`src/rtl/demux_dispatch_ctrl.sv`:
```
// One-word 1x4 dispatcher: holds an accepted word and offers it to a round-robin
// target channel, stepping to the next channel on timeout. Optional DISPATCH_STATS_EN adds counters.
module demux_dispatch_ctrl #(
  parameter int DATA_W  = 8,
  parameter int TIMEOUT = 15
) (
  input  logic              clk,
  input  logic              rst_n,
  input  logic [DATA_W-1:0] in_data,
  input  logic              in_valid,
  output logic              in_ready,
  output logic [DATA_W-1:0] out_data,
  output logic [3:0]        out_valid,
  input  logic [3:0]        out_ready,
  output logic [1:0]        sel,
`ifdef DISPATCH_STATS_EN
  output logic [15:0]       grant_cnt,
  output logic [15:0]       retarget_cnt,
`endif
  output logic              busy
);

  typedef enum logic {
    IDLE  = 1'b0,
    OFFER = 1'b1
  } state_t;

  // Wait counter value on which an unaccepted offer moves to the next channel.
  localparam logic [7:0] WAIT_LAST = 8'(TIMEOUT - 1);

  state_t            r_state;
  state_t            w_state_nxt;
  logic [1:0]        r_ptr;
  logic [1:0]        w_ptr_nxt;
  logic [1:0]        r_sel;
  logic [1:0]        w_sel_nxt;
  logic [7:0]        r_wait;
  logic [7:0]        w_wait_nxt;
  logic [DATA_W-1:0] r_data;
  logic [DATA_W-1:0] w_data_nxt;
  logic              w_sel_ready;
  logic              w_wait_last;

  assign w_sel_ready = out_ready[r_sel];
  assign w_wait_last = (r_wait == WAIT_LAST);

  always_ff @(posedge clk or negedge rst_n) begin
    if (!rst_n) begin
      r_state <= IDLE;
      r_ptr   <= 2'b00;
      r_sel   <= 2'b00;
      r_wait  <= 8'd0;
      r_data  <= '0;
    end else begin
      r_state <= w_state_nxt;
      r_ptr   <= w_ptr_nxt;
      r_sel   <= w_sel_nxt;
      r_wait  <= w_wait_nxt;
      r_data  <= w_data_nxt;
    end
  end

  always_comb begin
    w_state_nxt = r_state;
    w_ptr_nxt   = r_ptr;
    w_sel_nxt   = r_sel;
    w_wait_nxt  = r_wait;
    w_data_nxt  = r_data;
    in_ready    = 1'b0;
    out_valid   = 4'b0000;
    busy        = 1'b0;
    unique case (r_state)
      IDLE: begin
        in_ready = 1'b1;
        if (in_valid) begin
          w_data_nxt  = in_data;
          w_sel_nxt   = r_ptr;
          w_wait_nxt  = 8'd0;
          w_state_nxt = OFFER;
        end
      end
      OFFER: begin
        busy      = 1'b1;
        out_valid = 4'b0001 << r_sel;
        // Acceptance takes priority over a coincident timeout step.
        if (w_sel_ready) begin
          w_ptr_nxt   = r_sel + 2'd1;
          w_state_nxt = IDLE;
        end else if (w_wait_last) begin
          w_sel_nxt  = r_sel + 2'd1;
          w_wait_nxt = 8'd0;
        end else begin
          w_wait_nxt = r_wait + 8'd1;
        end
      end
      default: begin
        w_state_nxt = IDLE;
      end
    endcase
  end

  assign out_data = r_data;
  assign sel      = r_sel;

`ifdef DISPATCH_STATS_EN
  function automatic logic [15:0] sat_inc16(input logic [15:0] val);
    sat_inc16 = (val == 16'hFFFF) ? val : val + 16'd1;
  endfunction

  logic        w_grant;
  logic        w_retarget;
  logic [15:0] r_grant_cnt;
  logic [15:0] r_retarget_cnt;

  assign w_grant    = (r_state == OFFER) && w_sel_ready;
  assign w_retarget = (r_state == OFFER) && !w_sel_ready && w_wait_last;

  always_ff @(posedge clk or negedge rst_n) begin
    if (!rst_n) begin
      r_grant_cnt    <= 16'd0;
      r_retarget_cnt <= 16'd0;
    end else begin
      if (w_grant)    r_grant_cnt    <= sat_inc16(r_grant_cnt);
      if (w_retarget) r_retarget_cnt <= sat_inc16(r_retarget_cnt);
    end
  end

  assign grant_cnt    = r_grant_cnt;
  assign retarget_cnt = r_retarget_cnt;
`endif

endmodule

```
`config.mk`:
```
export PLATFORM = sky130hd
export DESIGN_NAME = demux_dispatch_ctrl
export DESIGN_NICKNAME = d
export VERILOG_FILES = /design/src/rtl/demux_dispatch_ctrl.sv
export SDC_FILE = /design/constraint.sdc
export NUM_CORES = 1
export LEC_CHECK = 0
export CORE_AREA = 2 2 45 89
export CTS_CLUSTER_DIAMETER = 150
export DETAILED_ROUTE_END_ITERATION = 12
export DIE_AREA = 0 0 47 91
export RECOVER_POWER = 25
export SYNTH_ARGS = -nofsm -noshare
export SYNTH_HDL_FRONTEND = slang
export SYNTH_SLANG_ARGS = --single-unit
```
`constraint.sdc`:
```
create_clock -name clk -period 3.54 [get_ports clk]
set_input_delay 0.531 -clock clk [delete_from_list [all_inputs] [get_ports clk]]
set_output_delay 0.531 -clock clk [all_outputs]
set_load 0.01 [all_outputs]
```
==> metrics, run 1 <==
# resized after CTS 0; flops & latches, synth 21; Least-Margin Pin Slew 0.9480 ns; First DRT Iteration DRCs 13; IO Port Bufs 30; die span in y 91 um; Syn-to-layout area delta 36.95%; CP peak stage delay 0.52 ns; largest delay contributor family on the critical path buffers and inverters; Mapped Cells 96; post-DP HPWL 1.931 mm; clock buffer depth 2; Net Count, Synth 117; 1st-pass router iterations 4; Syn Area/Cell 11.29 um2; antenna fix cells 0; Die Area 0.004277 mm2; GRT Util Overall 12.99%; Fin. Hold Viols 0; final setup TNS 0 ns; TritonCTS Buffers 3; total power 0.001174 W; Final Critical Period 2.298 ns; share of the synthesized area in the top cell type 48.50%; setup ws final 1.242 ns; final antenna-violating net count 0; layout cells sized above 1 14.06%; number of setup violations in the final report 0; fin crit share 64.91%; Slew Limit Fails 0; Critical Path AT 1.77 ns; Core ar. 0.003568 mm2; peak supply drop 0.0003804 V; Rel. slew slack 36.59%; MaxCap Viol Count 0; vias per cell 4.814; largest net degree at the start of global routing 22; type of origin of the critical path register; Hold Path Class register to register; total gr overflow 0; I/O pin cnt 31; P_leak 0.6627 nW; cell accounting for the most synthesized area dfrtp_1; slowest CP cell dfrtp_1; initial antenna violation count 0; CTS tree yes; chip width 47 um; Nets 150; RD Place Congestion 0.7790; Crit path buffers/inverters 2; largest cells by area after synthesis dfrtp_1 48%, mux2_2 9.4%, ha_1 6.9%, nand2_1 2.4%, a21oi_1 2.3%; data required time of the worst path 3.01 ns; # DRC 0; root buf cell clkbuf_8; Post-Syn Area 0.001084 mm2; Cell Rows 31; synth unique cells 32; initial core utilization 30.36%; final WL 2.436 mm; fmax 435.2 MHz; insertion delay to the later sink of the worst-skew pair 0.26 ns; register area share after synthesis 48.50%; CP Capture Type output pin; critical-path maximum fanout 8; CTS Sinks 21; first-pass GRT wire length 4.105 mm; RSZ-0062 raised after global routing false; Clock H-tree levels 1; pre-CTS setup slack 1.309 ns; EDFF count, synth 0; Setup Fix Bufs, Post-CTS 0; outcome finished, final reports clean; DR WL/cell 13.76 um; worst-path cell chain inv_1, ha_1, and2_1, clkdlybuf4s50_1; vias in the first global route 920; async set or reset register ratio after synthesis 100.0%; via count 852; PwrDens 791.2 mW/mm2; Worst-path clk slew 0.08 ns; Yosys warning total 0; fill cell count 365; Primary FF master, synth dfrtp_1; CP Class register to output pin; Hold-fix buffers, CTS 0; Fin Clk Skew 0.003935 ns
## power breakdown
group	internal (W)	switching, W
clock network	0.0000785	0.0000786
logic	0.000324	0.000265
registers	0.000333	0.0000950
## logic make-up after synthesis
family / after synthesis / synth area share, %
AO/OA/AOI/OAI: 25 / 17.44
multiplexers: 11 / 12.36
buffers and inverters: 7 / 2.424
flip-flops: 21 / 48.50
XOR/XNOR: 1 / 0.8085
AND/OR/NAND/NOR: 25 / 11.55
adder cells (fa/ha/maj): 6 / 6.928
## tightest hold or removal path, cell delays in order (launching register included)
cell,delay (ns)
dfrtp_1,0.35
nand2_1,0.05
o21ai_0,0.06
## registers in the layout, indices dropped and copies added (netlist names)
| register | cells |
|---|---|
| r_state | 1 |
| sel | 2 |
| out_data | 8 |
| r_wait | 8 |
| r_ptr | 2 |
## Yosys cell counts (2+ instances only)
cell type  count
nand3_1        2
ha_1           6
inv_1          4
a21o_1         3
clkbuf_1       2
a22o_1         2
dfrtp_1       21
nor2_1         5
nand2_1        7
nor3_1         2
a31oi_1        2
o21ai_0        5
a21oi_1        5
and2_1         4
mux2_2         9
## worst paths after layout
check | start | cells after the start | slack [ns] | endpoint
worst max-delay path | sel[0] | 4 | 1.24 | out_valid[0]
worst min-delay path | r_ptr[0] | 2 | 0.49 | r_ptr[0]
worst max register to register | sel[0] | 4 | 1.65 | r_wait[5]
worst min register to register | r_ptr[0] | 2 | 0.49 | r_ptr[0]
max in group asynchronous | rst_n | 1 | 2.11 | r_wait[6]
min in group asynchronous | rst_n | 1 | 0.86 | r_ptr[1]
## layout by cell type, fill, tap and decap left out
| cell type | Yosys | routed |
|---|---|---|
| a211oi_4 | 1 | 1 |
| a21boi_2 | 1 | 1 |
| a21o_1 | 3 | 3 |
| a21o_4 | 1 | 1 |
| a21oi_1 | 5 | 5 |
| a22o_1 | 2 | 2 |
| a31oi_1 | 2 | 2 |
| a41o_1 | 1 | 1 |
| and2_1 | 4 | 4 |
| and3_1 | 1 | 1 |
| and4b_1 | 1 | 1 |
| clkbuf_8 | 0 | 3 |
| clkdlybuf4s50_1 | 0 | 29 |
| clkinv_2 | 0 | 1 |
| dfrtp_1 | 21 | 21 |
| dlygate4sd3_1 | 0 | 1 |
| ha_1 | 6 | 6 |
| inv_1 | 4 | 4 |
| inv_2 | 1 | 1 |
| mux2_2 | 9 | 9 |
| mux2i_1 | 1 | 1 |
| mux4_2 | 1 | 1 |
| nand2_1 | 7 | 7 |
| nand3_1 | 2 | 2 |
| nand4_1 | 1 | 1 |
| nor2_1 | 5 | 5 |
| nor2b_1 | 1 | 1 |
| nor3_1 | 2 | 2 |
| o211a_1 | 1 | 1 |
| o21a_1 | 1 | 1 |
| o21ai_0 | 5 | 5 |
| o21ai_1 | 1 | 1 |
| o31ai_1 | 1 | 1 |
| or3_1 | 1 | 1 |
| xor2_1 | 1 | 1 |
## final cells by class
class	instances	area [um2]	share of cell area [%]
Clock buffer	3	41.29	2.782
Clock inverter	1	5.005	0.3373
Inverter	5	18.77	1.265
Multi-Input combinational cell	68	531.8	35.83
Sequential cell	21	525.5	35.41
Tap cell	49	61.31	4.132
Timing Repair Buffer	30	300.3	20.24
## stage by stage
stage	util (%)	cell area, um2	hold slack [ns]	std cells
final	41.58	1484	0.4947	177
after floorplan	-	1084	0.2354	96
after detailed placement	40.29	1438	0.4806	173
after global placement	40.29	1438	0.4676	173
after global routing	41.58	1484	0.5250	177
after CTS	41.58	1484	0.4982	177
## routing by layer
metal | GRT usage (%) | vias to the layer above | wire, um
met5 | 0 | - | 0
met4 | 6.250 | 0 | 57
met3 | 2.386 | 6 | 95
met2 | 22.72 | 27 | 1420
met1 | 13.72 | 414 | 863
li1 | - | 405 | -
Note: power is estimated with default switching activity, not from simulation.
==> run 2: changes to the inputs <==
Clock period 3.54 ns to 2.38 ns, I/O delays scaled along.
==> run 2 against run 1 <==
Clock skew about the same. Wire length grew 0.57%. Die area unchanged. Largest power group unchanged.
==> metrics, run 2 (synthesis results as in run 1) <==
IO Port Bufs 30; fin crit share 88.88%; vias in the first global route 992; 1st-pass router iterations 4; initial core utilization 30.36%; RD Place Congestion 0.8607; chip width 47 um; P_leak 0.6652 nW; via count 870; Least-Margin Pin Slew 1.107 ns; Worst Reg-to-Reg Cells 4; Nets 152; post-DP HPWL 1.941 mm; commonest non-fill, non-tap cell in the layout clkdlybuf4s50_1; # resized after CTS 0; Final Critical Period 2.115 ns; largest net degree at the start of global routing 22; CP Capture Type output pin; # DRC 0; CP Launch Point sel[0]; fmax 472.8 MHz; most frequent cells in the layout 29 x clkdlybuf4s50_1, 21 x dfrtp_1, 9 x mux2_2, 7 x nand2_1, 6 x ha_1; final core occ 41.97%; peak supply drop 0.0006668 V; total power 0.001753 W; Cell Rows 31; Setup Fix Bufs, Post-CTS 0; PwrDens 1170 mW/mm2; first-pass GRT wire length 4.215 mm; hold_ws 0.5019 ns; number of setup violations in the final report 0; Die Area 0.004277 mm2; total gr overflow 0; CP Class register to output pin; layout cells sized above 1 14.62%; CTS tree yes; outcome finished, final reports clean; Fin Clk Skew 0.003824 ns; Syn-to-layout area delta 38.22%; initial antenna violation count 0; I/O pin cnt 31; TritonCTS Buffers 3; Fin. Hold Viols 0; critical-path maximum fanout 8; Clock H-tree levels 1; Core ar. 0.003568 mm2; CTS Sinks 21; launching point of the worst reg2reg path sel[0]; final setup TNS 0 ns; root buf cell clkbuf_8; Rel. slew slack 26.21%; final WL 2.450 mm; type of origin of the critical path register; Worst-path clk slew 0.08 ns; DR WL/cell 13.69 um; final antenna-violating net count 0; GRT Util Overall 13.08%; Hold Path Class register to register; Critical Path AT 1.76 ns; hold path depth 2; Final Cell Area 0.001498 mm2; Hold-fix buffers, CTS 0; die span in y 91 um; MaxCap Viol Count 0; First DRT Iteration DRCs 17; data required time of the worst path 2.02 ns; Slew Limit Fails 0; clock buffer depth 2; RSZ-0062 raised after global routing false; placed cell areas 0.001453 mm2; vias per cell 4.860; start point of the worst hold path r_ptr[0]; insertion delay to the later sink of the worst-skew pair 0.26 ns; antenna fix cells 0
-- run 2: cell types whose count changed in the layout (fill, tap and decap cells not counted) --
cell        change
buf_4           +1
clkbuf_1        +1
clkinv_2        -1
clkinvlp_4      +1
-- run 2: per-layer routing --
layer  track usage, %  up-vias  wire [um]
met5                0        -          0
met4            6.481        0         66
met3            1.789        6         84
met2            22.95       22       1450
met1            14.02      435        848
li1                 -      407          -
-- run 2: worst max-delay path: stages (launching register included) --
cell and delay [ns]:
dfrtp_1 0.52, inv_1 0.14, ha_1 0.21, and2_1 0.15
clkdlybuf4s50_1 0.47
-- run 2: area by class of cell --
class	instances	area [um2]
clock buffer	3	41.29
inverter	5	18.77
tap	49	61.31
fill	367	2071
timing repair buffer	32	311.5
clock inverter	1	7.507
sequential	21	525.5
multi-input combinational	68	531.8
-- run 2: where the power goes --
part | switching, W | total (W) | internal (W) | leakage, nW
Clock | 0.000118 | 0.000236 | 0.000118 | 0.0217
Sequential | 0.000144 | 0.000638 | 0.000495 | 0.261
Combinational | 0.000391 | 0.000879 | 0.000487 | 0.383
Total | 0.000653 | 0.00175 | 0.00110 | 0.665
-- run 2: path summary, 6_finish.rpt --
check | slack [ns] | endpoint
max | 0.26 | out_valid[0]
min | 0.50 | r_ptr[0]
max reg2reg | 0.50 | r_wait[5]
min reg2reg | 0.50 | r_ptr[0]
max in group asynchronous | 0.90 | r_wait[7]
min in group asynchronous | 0.82 | out_data[7]
-- run 2: per-stage QoR --
| stage | setup WS, ns | std cells |
|---|---|---|
| after CTS | 0.2241 | 179 |
| after global placement | 0.3700 | 175 |
| final | 0.2648 | 179 |
| after floorplan | 0.6023 | 96 |
| after detailed placement | 0.3452 | 175 |
| after global routing | 0.1551 | 179 |
==> run 3: changes to the inputs <==
Settings changed: PLACE_DENSITY from default to 0.51.
==> run 3 against run 2 <==
Clock power about the same. Sequential share of layout area is 0.059 points higher. Die area is the same. Largest power group unchanged.
==> metrics, run 3 (synthesis results as in run 1) <==
P_leak 0.6690 nW; Fin. Hold Viols 0; insertion delay to the later sink of the worst-skew pair 0.26 ns; initial core utilization 30.36%; total gr overflow 0; CP Launch Point sel[0]; Slew Limit Fails 0; die span in y 91 um; CP Capture Point out_valid[0]; flop-to-flop setup slack 0.51 ns; layout cells sized above 1 14.62%; peak supply drop 0.0005964 V; number of setup violations in the final report 0; 1st-pass router iterations 4; initial antenna violation count 0; TritonCTS Buffers 3; Fin Clk Skew 0.001960 ns; Setup Fix Bufs, Post-CTS 0; Final Cell Area 0.001495 mm2; CTS tree yes; vias per cell 4.944; antenna fix cells 0; largest net degree at the start of global routing 22; final antenna-violating net count 0; largest delay contributor family on the critical path buffers and inverters; DR WL/cell 14.02 um; GRT Util Overall 13.35%; PwrDens 1174 mW/mm2; RD Place Congestion 0.8134; vias in the first global route 936; clock buffer depth 2; reg2reg end r_wait[3]; final WL 2.510 mm; Crit path buffers/inverters 2; first-pass GRT wire length 4.119 mm; Rel. slew slack 24.63%; Hold Path Class register to register; Cell Rows 31; most frequent cells in the layout 29 x clkdlybuf4s50_1, 21 x dfrtp_1, 9 x mux2_2, 7 x nand2_1, 6 x ha_1; CP Class register to output pin; # resized after CTS 0; CP peak stage delay 0.52 ns; slowest CP cell dfrtp_1; post-DP HPWL 1.957 mm; Least-Margin Pin Slew 1.131 ns; type of origin of the critical path register; via count 885; commonest non-fill, non-tap cell in the layout clkdlybuf4s50_1; Worst Reg-to-Reg Cells 4; outcome finished, final reports clean; Final Critical Period 2.112 ns; chip width 47 um; I/O pin cnt 31; final setup TNS 0 ns; placed cell areas 0.001453 mm2; launching point of the worst reg2reg path sel[0]; Worst-path clk slew 0.08 ns; worst-path cell chain inv_1, ha_1, and2_1, clkdlybuf4s50_1; Core ar. 0.003568 mm2; Critical Path AT 1.75 ns; # DRC 0; MaxCap Viol Count 0; fmax 473.6 MHz; First DRT Iteration DRCs 8; CTS Sinks 21; CP Capture Type output pin; root buf cell clkbuf_8; number of stages on the worst setup path 4; Hold-fix buffers, CTS 0; Clock H-tree levels 1; Nets 152; Syn-to-layout area delta 37.99%; fin crit share 88.73%; data required time of the worst path 2.02 ns; RSZ-0062 raised after global routing false; Die Area 0.004277 mm2; IO Port Bufs 30; critical-path maximum fanout 8
==> run 3: changes by cell type in the layout (fill, tap and decap cells not counted) <==
| cell | delta |
|---|---|
| clkinv_2 | +1 |
| clkinvlp_4 | -1 |
==> run 3: power breakdown <==
group          leakage (nW)  switching [W]  internal, W
registers             0.261       0.000144     0.000495
clock network        0.0255       0.000118     0.000117
logic                 0.383       0.000393     0.000488
==> run 3: area by class of cell <==
type	instances	area, um2
Clock buffer	3	41.29
Clock inverter	1	5.005
Fill cell	369	2073
Inverter	5	18.77
Multi-Input combinational cell	68	531.8
Sequential cell	21	525.5
Tap cell	49	61.31
Timing Repair Buffer	32	311.5
==> run 3: stage by stage <==
stage / worst slack, ns / hold slack, ns / power [W] / util (%) / std cells
final: 0.2683 / 0.5003 / 0.001755 / 41.90 / 179
after global placement: 0.3783 / 0.4766 / 0.001518 / 40.71 / 175
after CTS: 0.2335 / 0.4535 / 0.001784 / 42.01 / 179
after detailed placement: 0.3356 / 0.4949 / 0.001534 / 40.71 / 175
after global routing: 0.1497 / 0.5299 / 0.001899 / 41.90 / 179
after floorplan: 0.6023 / 0.06141 / 0.001108 / - / 96
==> run 3: how the worst min path moves through the flow <==
| stage | startpoint | slack (ns) | end | cells past startpoint |
|---|---|---|---|---|
| after CTS | rst_n | 0.45 | r_wait[4] | 2 |
| final | r_ptr[0] | 0.50 | r_ptr[0] | 2 |
| after floorplan | rst_n | 0.06 | out_data[0] | 0 |
| after global placement | r_ptr[0] | 0.48 | r_ptr[0] | 2 |
| after detailed placement | out_data[0] | 0.49 | out_data[0] | 1 |
| after global routing | r_wait[6] | 0.53 | r_wait[6] | 1 |
==> run 3: per-layer routing <==
metal | vias up | global-route usage [%] | routed length (um)
met5 | - | 0 | 0
met4 | 0 | 6.944 | 69
met3 | 8 | 2.386 | 94
met2 | 28 | 23.74 | 1467
met1 | 438 | 13.42 | 879
li1 | 411 | - | -
==> run 3: worst reg2reg max path, stage by stage, from the launching register on <==
cell     delay [ns]
dfrtp_1        0.52
mux4_2         0.63
a21o_4         0.28
a21o_1         0.16
a22o_1         0.18
